<file path="config.mk">
export PLATFORM = sky130hd
export DESIGN_NAME = hart_sync_ctrl
export DESIGN_NICKNAME = d
export VERILOG_FILES = /design/src/rtl/hart_sync_ctrl.sv
export SDC_FILE = /design/constraint.sdc
export NUM_CORES = 1
export LEC_CHECK = 0
export ABC_AREA = 1
export BUFFER_PORTS_ARGS = -buffer_cell sky130_fd_sc_hd__buf_2
export CORE_MARGIN = 3
export CORE_UTILIZATION = 37
export DETAILED_ROUTE_END_ITERATION = 8
export MAX_ROUTING_LAYER = met4
export PLACE_DENSITY = 0.74
export SYNTH_ARGS = -nofsm -noshare
export SYNTH_HDL_FRONTEND = slang
export SYNTH_SLANG_ARGS = --single-unit
</file>
<file path="constraint.sdc">
create_clock -name clk_i -period 1.25 [get_ports clk_i]
set_clock_uncertainty 0.05 [all_clocks]
set_input_delay 0.1875 -clock clk_i [delete_from_list [all_inputs] [get_ports clk_i]]
set_output_delay 0.1875 -clock clk_i [all_outputs]
set_load 0.005 [all_outputs]
</file>
<file path="src/rtl/hart_sync_ctrl.sv">
// hart_sync_ctrl: barrier controller for a group of harts.
//
// A start request latches the set of participating harts and elects one of
// them as master. The controller then waits until every participating hart
// reports arrival, raises a level release interrupt to each of them, and
// waits for every interrupt to be taken and every arrival flag to drop
// before signalling completion.
//
// Optional feature: define HART_SYNC_CTRL_TIMEOUT_EN to add a gather timeout.
// When it is undefined there is no counter, timeout_cycles_i is ignored and
// timeout_o is tied low.
//
// Ports:
//   clk_i                  clock, rising edge
//   rst_ni                 synchronous active-low reset
//   sync_req_i             start-barrier request, honoured only when idle
//   hart_mask_i            participating harts, sampled with sync_req_i
//   initial_sync_master_i  per-hart master-candidate flags
//   hart_ack_i             per-hart "arrived at barrier" level
//   hart_intc_ack_i        per-hart "release interrupt taken" level
//   timeout_cycles_i       gather timeout in cycles, 0 disables
//   sync_irq_o             per-hart release interrupt, level
//   master_o               one-hot elected master
//   busy_o                 controller not idle
//   done_o                 one-cycle pulse on completion or abort
//   timeout_o              sticky: last barrier aborted on timeout
module hart_sync_ctrl #(
    parameter int unsigned NHARTS    = 3,
    parameter int unsigned TIMEOUT_W = 16
) (
    input  logic                 clk_i,
    input  logic                 rst_ni,
    input  logic                 sync_req_i,
    input  logic [NHARTS-1:0]    hart_mask_i,
    input  logic [NHARTS-1:0]    initial_sync_master_i,
    input  logic [NHARTS-1:0]    hart_ack_i,
    input  logic [NHARTS-1:0]    hart_intc_ack_i,
    input  logic [TIMEOUT_W-1:0] timeout_cycles_i,
    output logic [NHARTS-1:0]    sync_irq_o,
    output logic [NHARTS-1:0]    master_o,
    output logic                 busy_o,
    output logic                 done_o,
    output logic                 timeout_o
);

    typedef enum logic [1:0] {
        StIdle,
        StGather,
        StRelease,
        StDrain
    } state_e;

    state_e            state_q, state_d;
    logic [NHARTS-1:0] mask_q, mask_d;
    logic [NHARTS-1:0] master_q, master_d;
    logic [NHARTS-1:0] irq_q, irq_d;
    logic              done_q, done_d;

    logic [NHARTS-1:0] acked;
    logic [NHARTS-1:0] cand;
    logic [NHARTS-1:0] pick;
    logic [NHARTS-1:0] elect;

`ifdef HART_SYNC_CTRL_TIMEOUT_EN
    logic [TIMEOUT_W-1:0] cnt_q, cnt_d;
    logic [TIMEOUT_W-1:0] tmo_last;
    logic                 timeout_q, timeout_d;

    assign tmo_last  = timeout_cycles_i - TIMEOUT_W'(1);
    assign timeout_o = timeout_q;
`else
    logic unused_timeout;

    assign unused_timeout = ^timeout_cycles_i;
    assign timeout_o      = 1'b0;
`endif

    // Prefer a flagged candidate among participants, else any participant;
    // x & -x isolates the lowest set bit.
    assign cand  = initial_sync_master_i & hart_mask_i;
    assign pick  = (cand != '0) ? cand : hart_mask_i;
    assign elect = pick & (-pick);

    // Arrival flags of non-participating harts are ignored.
    assign acked = hart_ack_i & mask_q;

    always_comb begin
        state_d  = state_q;
        mask_d   = mask_q;
        master_d = master_q;
        irq_d    = irq_q;
        done_d   = 1'b0;
`ifdef HART_SYNC_CTRL_TIMEOUT_EN
        cnt_d     = cnt_q;
        timeout_d = timeout_q;
`endif
        unique case (state_q)
            StIdle: begin
                if (sync_req_i) begin
                    if (hart_mask_i != '0) begin
                        mask_d   = hart_mask_i;
                        master_d = elect;
                        state_d  = StGather;
`ifdef HART_SYNC_CTRL_TIMEOUT_EN
                        cnt_d     = '0;
                        timeout_d = 1'b0;
`endif
                    end else begin
                        // Empty barrier completes trivially.
                        done_d = 1'b1;
                    end
                end
            end
            StGather: begin
`ifdef HART_SYNC_CTRL_TIMEOUT_EN
                if (cnt_q != '1) begin
                    cnt_d = cnt_q + TIMEOUT_W'(1);
                end
`endif
                // Completion takes priority over a simultaneous timeout.
                if (acked == mask_q) begin
                    state_d = StRelease;
`ifdef HART_SYNC_CTRL_TIMEOUT_EN
                end else if (timeout_cycles_i != '0 && cnt_q == tmo_last) begin
                    timeout_d = 1'b1;
                    done_d    = 1'b1;
                    state_d   = StIdle;
`endif
                end
            end
            StRelease: begin
                irq_d   = mask_q;
                state_d = StDrain;
            end
            StDrain: begin
                // Bits only ever clear here, so a taken interrupt stays taken.
                irq_d = irq_q & ~hart_intc_ack_i;
                if (irq_q == '0 && acked == '0) begin
                    done_d  = 1'b1;
                    state_d = StIdle;
                end
            end
            default: state_d = StIdle;
        endcase
    end

    always_ff @(posedge clk_i) begin
        if (!rst_ni) begin
            state_q  <= StIdle;
            mask_q   <= '0;
            master_q <= '0;
            irq_q    <= '0;
            done_q   <= 1'b0;
`ifdef HART_SYNC_CTRL_TIMEOUT_EN
            cnt_q     <= '0;
            timeout_q <= 1'b0;
`endif
        end else begin
            state_q  <= state_d;
            mask_q   <= mask_d;
            master_q <= master_d;
            irq_q    <= irq_d;
            done_q   <= done_d;
`ifdef HART_SYNC_CTRL_TIMEOUT_EN
            cnt_q     <= cnt_d;
            timeout_q <= timeout_d;
`endif
        end
    end

    assign sync_irq_o = irq_q;
    assign master_o   = master_q;
    assign busy_o     = (state_q != StIdle);
    assign done_o     = done_q;

endmodule

</file>
==> results.py <==
metrics = {
    "sta": {
        "max_freq_mhz": 761,
        "hold_viol": 0,
        "setup_tns_ps": -171,
        "min_period_over_period_pct": 105,
        "setup_viol": 3,
        "rsz0062_at_grt": "true",
        "maxSlewViolCount": 0,
        "finalCriticalPeriod_ps": 1310,
        "worst_slack_ps": -63.7,
    },
    "cts": {
        "cts.clk_slew.worst_paths_ps": 80,
        "cts.sinks": 12,
        "cts_max_level": 1,
        "cts_buffers": 3,
        "cts_buffer_depth": 2,
        "tritoncts": "yes",
        "worstSkewPairLatency_ps": 270,
        "root_buffer": "clkbuf_4",
    },
    "route": {
        "post_drt_wl_per_cell_um": 9.71,
        "wl_um": 1610,
        "drc": 0,
        "vias": 747,
        "drt_iter0_markers": 7,
        "vias_per_cell": 4.50,
        "drtPass1Iterations": 2,
        "drtAntennaViolNets": 0,
    },
    "final_layout": {
        "layout_common_cells": "nand2_1, buf_2, nor2_1, buf_4, dfxtp_1",
        "instances_no_fill": 166,
        "n_antenna_cell": 0,
        "areaGrowthSynthToFinish_pct": 50.9,
        "drive_gt1_share_pct": 41.5,
        "final_common_cell": "nand2_1",
        "nFillCells": 171,
        "final_nets": 178,
        "final_area_um2": 1020,
    },
    "worst_setup_path": {
        "worst_path_max_delay_cell": "dfxtp_2",
        "critical_path.max_stage_delay_ps": 330,
        "cp-end-kind": "output pin",
        "path_cells": "inv_2 -> ha_4 -> inv_2 -> buf_6 -> buf_6",
        "crit_type": "reg -> out",
        "worstPathRequired_ps": 1010,
        "rr_worst_depth": 10,
        "start_kind": "register",
        "cp.arrival_ps": 1080,
        "path_max_fanout": 4,
    },
    "floorplanning": {
        "die_area_um2": 2370,
        "rows": 14,
        "core_area_um2": 1610,
        "initial_core_util_pct": 41.9,
        "die_x_um": 48.7,
        "die_y_um": 48.7,
        "ios": 40,
    },
    "yosys": {
        "synth.distinct_cells": 17,
        "synth-seq-area-share_pct": 35.6,
        "synth_area_um2": 676,
        "postSynthAreaPerCell_um2": 6.50,
        "synthArstFlopShare_pct": 0,
        "synth-edff-count": 0,
        "ys_ff_latch": 12,
        "ys.flop_type": "dfxtp_1",
        "syn_inst": 104,
        "synth_fp_nets": 139,
        "yosysWarningCount": 0,
    },
    "place": {
        "dp_hpwl_um": 1240,
        "placed_cells": 159,
        "portBuffers": 22,
        "placed_area_um2": 898,
        "gp_congestion": 0.865,
    },
    "global_routing": {
        "grt_pass1_wl_um": 2770,
        "grt_remaining_overflow": 0,
        "antenna_found_initial": 0,
        "grt_max_degree": 8,
        "track_usage_pct": 15.0,
        "grt_pass1_vias": 702,
    },
    "power_and_ir_drop": {
        "ir_drop_mv": 0.998,
        "p_leak_uw": 0.000500,
        "powerDensity_nw_per_um2": 1910,
    },
    "worst_hold_path": {
        "hold_depth": 4,
        "hold_path_class": "in -> reg",
    },
    "status": {
        "failed_checks": "setup timing",
        "status": "finished, violations left",
    },
    "job": {
        "maxCapViolCount": 0,
    },
}
==> power breakdown <==
| group | leakage (µW) | switching, µW | internal, µW |
|---|---|---|---|
| Combinational | 0.000380 | 520 | 564 |
| Sequential | 0.0000989 | 66.3 | 492 |
| Clock | 0.0000210 | 133 | 177 |
| Total | 0.000500 | 719 | 1230 |
==> per-stage QoR <==
step / util [%] / worst slack (ps) / total power, µW / hold slack [ps]
6_report: 63.3 / -63.7 / 1950 / 123
5_1_grt: 63.3 / -143 / 2140 / 140
4_1_cts: 61.3 / -77.5 / 1910 / 105
3_5_place_dp: 55.7 / -51.4 / 1450 / 409
3_3_place_gp: 55.7 / -39.2 / 1430 / 405
2_1_floorplan: - / -1.28 / 1080 / 251
==> timing repair <==
| item | CTS | global route |
|---|---|---|
| hold buffers | 0 | 0 |
| pin swaps | 6 | 9 |
| gates resized for setup | 10 | 8 |
| endpoints found under the setup margin | 7 | 13 |
| buffers inserted | 3 | 0 |
==> cell type report <==
cell class                      count  area [µm²]  area share, %
Multi-Input combinational cell     78         444           43.6
Sequential cell                    12         243           23.8
Timing Repair Buffer               35         218           21.3
Inverter                           13        48.8           4.79
Clock buffer                        4        36.3           3.56
Tap cell                           24        30.0           2.94
==> cell families (layout without fill, tap and decap cells) <==
group / Yosys count / count (layout) / synth area share, %
simple gates: 57 / 57 / 35.4
compound gates: 16 / 16 / 12.8
buf+inv: 14 / 52 / 8.33
flops: 12 / 12 / 35.6
fa+ha+maj: 4 / 4 / 7.41
other cells: 1 / 1 / 0.555
==> worst max-delay path: cells and delay by family, from the launching register on <==
kind | cells | cell delay, ps
flip-flops | 1 | 330
buffers and inverters | 4 | 310
adder cells (fa/ha/maj) | 1 | 150
==> flip-flops by register name, indices dropped and copies added, names as in the netlist <==
| name | flops |
|---|---|
| state_q | 2 |
| master_o | 3 |
| mask_q | 3 |
| sync_irq_o | 3 |
| done_o | 1 |
==> metal layers <==
layer / routed length (µm) / GRT usage (%) / part of all wire (%) / up-vias
li1: - / - / - / 406
met1: 767 / 17.7 / 48 / 315
met2: 734 / 24.7 / 46 / 22
met3: 92 / 2.76 / 5.7 / 4
met4: 18 / 7.11 / 1.1 / 0
met5: 0 / - / 0 / -
==> synthesized netlist by cell type (2+ instances only) <==
cell	instances	area share [%]
inv_1	12	6.7
a21oi_1	8	5.9
nor2_1	13	7.2
nand3_1	10	7.4
nor2_2	2	1.9
dfxtp_1	12	36
ha_1	4	7.4
nand2_1	29	16
o21ai_0	6	4.4
==> path summary, 6_finish.rpt <==
kind	from	end	slack (ps)
setup / recovery	state_q[1]$_SDFFE_PN0P_	busy_o	-60
hold / removal	hart_intc_ack_i[1]	sync_irq_o[1]$_SDFFE_PN0P_	120
setup reg to reg	state_q[1]$_SDFFE_PN0P_	state_q[0]$_SDFFE_PN0P_	-60
hold reg to reg	sync_irq_o[2]$_SDFFE_PN0P_	sync_irq_o[2]$_SDFFE_PN0P_	420
(Power assumes the default switching activity.)
